**src/rtl/max_stream_argmax.sv**
```systemverilog
// Streaming argmax: accumulates a group of (value, idx, align) candidates
// and presents the winner plus a saturating candidate count on a valid/ready handshake.
module max_stream_argmax #(
  parameter int WIDTH      = 2,
  parameter int IDX_W      = 4,
  parameter int ALIGN_PRIO = 1
) (
  input  logic             i_clk,
  input  logic             i_rst,
  input  logic             i_valid,
  output logic             o_ready,
  input  logic [WIDTH-1:0] i_value,
  input  logic [IDX_W-1:0] i_idx,
  input  logic             i_align,
  input  logic             i_last,
  output logic             o_valid,
  input  logic             i_ready,
  output logic [WIDTH-1:0] o_max,
  output logic [IDX_W-1:0] o_max_idx,
  output logic             o_max_align,
  output logic [IDX_W:0]   o_count
);

  typedef enum logic {ACCUM = 1'b0, HOLD = 1'b1} state_t;

  localparam logic [IDX_W:0] CNT_MAX = '1;

  state_t           r_state;
  state_t           w_state_next;
  logic             r_first;
  logic [WIDTH-1:0] r_max;
  logic [IDX_W-1:0] r_max_idx;
  logic             r_max_align;
  logic [IDX_W:0]   r_count;
  logic             w_accept;
  logic             w_replace;

  assign w_accept = i_valid && (r_state == ACCUM);

  // Equal values only displace an unaligned incumbent when alignment priority is on.
  assign w_replace = r_first
                  || (i_value > r_max)
                  || ((ALIGN_PRIO != 0) && (i_value == r_max) && i_align && !r_max_align);

  always_comb begin
    w_state_next = r_state;
    case (r_state)
      ACCUM:   if (w_accept && i_last) w_state_next = HOLD;
      HOLD:    if (i_ready)            w_state_next = ACCUM;
      default:                         w_state_next = ACCUM;
    endcase
  end

  always_ff @(posedge i_clk) begin
    if (i_rst) begin
      r_state     <= ACCUM;
      r_first     <= 1'b1;
      r_max       <= '0;
      r_max_idx   <= '0;
      r_max_align <= 1'b0;
      r_count     <= '0;
    end else begin
      r_state <= w_state_next;
      if (w_accept) begin
        r_first <= 1'b0;
        if (w_replace) begin
          r_max       <= i_value;
          r_max_idx   <= i_idx;
          r_max_align <= i_align;
        end
        if (r_first)
          r_count <= (IDX_W+1)'(1);
        else if (r_count != CNT_MAX)
          r_count <= r_count + (IDX_W+1)'(1);
      end else if (r_state == HOLD && i_ready) begin
        r_first <= 1'b1;
      end
    end
  end

  assign o_ready     = (r_state == ACCUM);
  assign o_valid     = (r_state == HOLD);
  assign o_max       = r_max;
  assign o_max_idx   = r_max_idx;
  assign o_max_align = r_max_align;
  assign o_count     = r_count;

endmodule

```
**config.mk**
```make
export PLATFORM = sky130hd
export DESIGN_NAME = max_stream_argmax
export DESIGN_NICKNAME = d
export VERILOG_FILES = /design/src/rtl/max_stream_argmax.sv
export SDC_FILE = /design/constraint.sdc
export NUM_CORES = 1
export LEC_CHECK = 0
export ABC_AREA = 1
export CORE_UTILIZATION = 40
export CTS_CLUSTER_DIAMETER = 30
export DETAILED_ROUTE_END_ITERATION = 10
export PLACE_DENSITY_LB_ADDON = 0.25
export SYNTH_ARGS = -nofsm -noshare
export SYNTH_HDL_FRONTEND = slang
export SYNTH_SLANG_ARGS = --single-unit
```
**constraint.sdc**
```tcl
create_clock -name i_clk -period 1.5 [get_ports i_clk]
set_input_delay 0.225 -clock i_clk [delete_from_list [all_inputs] [get_ports i_clk]]
set_output_delay 0.225 -clock i_clk [all_outputs]
set_load 0.01 [all_outputs]
```
==> key figures <==
Run status
  – Run status: completed

Route
  – Via count: 766
  – Number of optimization iterations in the first detailed-route pass: 8
  – Routed wire length: 1720 um
  – Antenna Violating Nets Remaining: 0
  – Average wire per standard cell: 10.9 um
  – DRC marker count from the first detailed-route iteration: 13
  – Number of vias per cell: 4.85
  – Number of remaining DRC errors: 0

Placed design
  – Total cell area at the placement stage: 1010 um2
  – IO Port Bufs: 25
  – Placed insts: 152
  – Routability congestion estimate: 0.786
  – Final HPWL DP: 1140 um

STA
  – Hold Vio Cnt, Final: 0
  – Clock skew after layout: 0.00691 ns
  – Final count of negative-setup-slack endpoints: 0
  – Max-slew violation count: 0
  – Worst Max-Slew Pin Slew: 0.240 ns
  – Final worst path period need: 1.45 ns
  – Share of the clock period used by the worst path after layout: 96.7%
  – Worst relative slew slack: 83.8%
  – Upper clock frequency limit: 0.689 GHz

Min path
  – Min-Delay Path Depth: 5
  – Hold endpoint: o_max[1]$_SDFFE_PP0P_
  – Worst min-delay path class: in -> reg
  – Startpoint of the tightest hold check path: i_value[1]

Final layout
  – Ant diodes: 0
  – Post-layout instance count excluding filler cells: 158
  – Share of post-route cells with drive strength above 1: 28.4%
  – Post-synthesis to final-layout area growth: 62.9%
  – Most common library cell in the layout ignoring fill and taps: sky130_fd_sc_hd__clkdlybuf4s50_1
  – Most used cells in the layout excluding fill and tap cells: sky130_fd_sc_hd__clkdlybuf4s50_1 (20), sky130_fd_sc_hd__inv_1 (14), sky130_fd_sc_hd__nand2_1 (14)
  – Share of the core filled with cells: 73.0%
  – Summed area of non-filler cells in the final layout: 1160 um2
  – Final layout net count: 151

Yosys
  – Synth Instances: 100
  – Synthesized cell area: 714 um2
  – Syn_nets: 116
  – Top area cells in the synthesized netlist: sky130_fd_sc_hd__dfxtp_1 (39%), sky130_fd_sc_hd__inv_1 (8.9%), sky130_fd_sc_hd__nand2_1 (7.9%)
  – Leading area contributor after synthesis: sky130_fd_sc_hd__dfxtp_1
  – Fraction of post-synthesis cell area in the top cell type by area: 39.2%
  – Post-synthesis sequential element count: 14
  – Synth cell types: 21
  – Synthesized area per cell: 7.14 um2
  – Fraction of the yosys area taken by sequential cells: 39.2%
  – Yosys warning count: 0

Critical path
  – Class of the most critical setup path: reg -> reg
  – R2R Setup Slk: 0.05 ns
  – R2R depth: 8
  – Kind of end point of the critical path: flop
  – Data arrival time of the critical path: 1.63 ns
  – Capturing point of the worst reg2reg path: o_max_idx[3]$_SDFFE_PP0P_
  – Reg-to-Reg Start: o_max[1]$_SDFFE_PP0P_
  – Largest fanout on the critical path: 7
  – Req. time, crit path: 1.68 ns
  – Critical Path Start Type: flop

Run
  – Number of max-capacitance violations reported: 0

Clocking
  – CTS Root Cell: sky130_fd_sc_hd__clkbuf_4
  – Clock transition at the registers of the reported paths: 0.09 ns
  – Number of levels the H-tree was split into: 1
  – Cts bufs inserted: 3
  – Clock sinks: 14
  – CTS tree: yes
  – Clock insertion delay at the later pin of the skew report: 0.29 ns
  – Number of buffers added to fix hold violations after cts: 0
  – Clock Tree Buf Depth: 2

GRT
  – Overall fraction of global-route tracks in use: 17.8%
  – Pin count of the biggest net entering global routing: 15
  – GR Overflow Total: 0
  – Number of antenna violations at the first check in global routing: 0
  – Number of global-route vias before repair: 622
  – Global-route wire length before repair: 2540 um

Floorplanning
  – FP Rows: 14
  – Total die area: 1960 um2
  – Vertical extent of the die: 44.3 um
  – IO Count: 26
  – Chip Width: 44.3 um
  – Initial Util: 44.8%
  – Core region area: 1590 um2

Power
  – Pwr Density: 829 nW/um2
  – Static power due to leakage: 0.554 nW
  – Maximum resistive drop on vdd: 0.000591 V
==> state kept, by name (all words and copies together) (netlist names) <==
name,count
r_first,1
o_max,2
o_valid,1
o_count,5
o_max_idx,4
o_max_align,1
==> final cells by class <==
cell class	count	area (um2)
tap	24	30.0
multi-input combinational	66	432
clock buffer	4	36.3
fill	124	430
inverter	19	73.8
timing repair buffer	31	304
sequential	14	288
==> cells in the mapped netlist, drive strengths merged <==
| master | count |
|---|---|
| a21boi | 1 |
| a21oi | 10 |
| a31oi | 1 |
| buf | 2 |
| clkinv | 1 |
| dfxtp | 14 |
| ha | 4 |
| inv | 18 |
| nand2 | 17 |
| nand3 | 11 |
| nor2 | 13 |
| nor3 | 3 |
| o21ai | 4 |
| o21bai | 1 |
==> metal layers <==
metal	GRT usage (%)	share of wire (%)	vias to the layer above
met2	27.6	49	32
li1	-	-	389
met4	12.7	2.3	0
met5	0	0	-
met3	2.45	5.5	5
met1	22.5	43	340
==> how the worst max path moves through the flow <==
stage,startpoint,endpoint,slack (ns),cells after the start
2_1_floorplan,o_count[0]$_SDFFE_PP0P_,o_count[0]$_SDFFE_PP0P_,0.09,9
3_3_place_gp,i_value[0],o_max_idx[3]$_SDFFE_PP0P_,-0.20,10
3_5_place_dp,i_value[0],o_max[1]$_SDFFE_PP0P_,-0.28,10
4_1_cts,o_count[1]$_SDFFE_PP0P_,o_count[1],0.01,2
5_1_grt,o_max[1]$_SDFFE_PP0P_,o_max_idx[2]$_SDFFE_PP0P_,-0.01,8
6_report,o_max[1]$_SDFFE_PP0P_,o_max_idx[3]$_SDFFE_PP0P_,0.05,8
==> repair_timing <==
action	4_1_cts	5_1_grt
gates resized for setup	2	30
buffers inserted	0	1
endpoints found under the setup margin	3	15
gates cloned	0	1
pin swaps	0	10
==> logic make-up after synthesis <==
family	share of synthesized area (%)
flops	39.2
fa+ha+maj	7.01
buf+inv	12.6
compound gates	12.8
simple gates	28.4
==> critical path, cell delays in order (launching register included) <==
cell and delay, ns:
sky130_fd_sc_hd__dfxtp_2 0.37, sky130_fd_sc_hd__inv_2 0.05, sky130_fd_sc_hd__ha_4 0.21, sky130_fd_sc_hd__nand2_1 0.08, sky130_fd_sc_hd__nor2_1 0.06, sky130_fd_sc_hd__nor2_2 0.22
sky130_fd_sc_hd__nand2_4 0.14, sky130_fd_sc_hd__a21oi_2 0.15, sky130_fd_sc_hd__nor2_1 0.06
==> where the power goes <==
part / switching (mW) / leakage, nW / internal, mW
combinational: 0.130 / 0.415 / 0.132
clock: 0.130 / 0.0210 / 0.148
sequential: 0.0235 / 0.117 / 0.401
total: 0.284 / 0.554 / 0.681
==> stage by stage <==
step / hold WS [ns] / setup slack [ns] / TNS (ns) / power, mW
2_1_floorplan: 0.294 / 0.0863 / 0 / 0.545
3_3_place_gp: 0.474 / -0.203 / -1.36 / 0.644
3_5_place_dp: 0.467 / -0.284 / -1.93 / 0.650
4_1_cts: 0.488 / 0.0106 / 0 / 0.921
5_1_grt: 0.410 / -0.0122 / -0.0141 / 1.01
6_report: 0.382 / 0.0493 / 0 / 0.965
(Power assumes the default switching activity.)
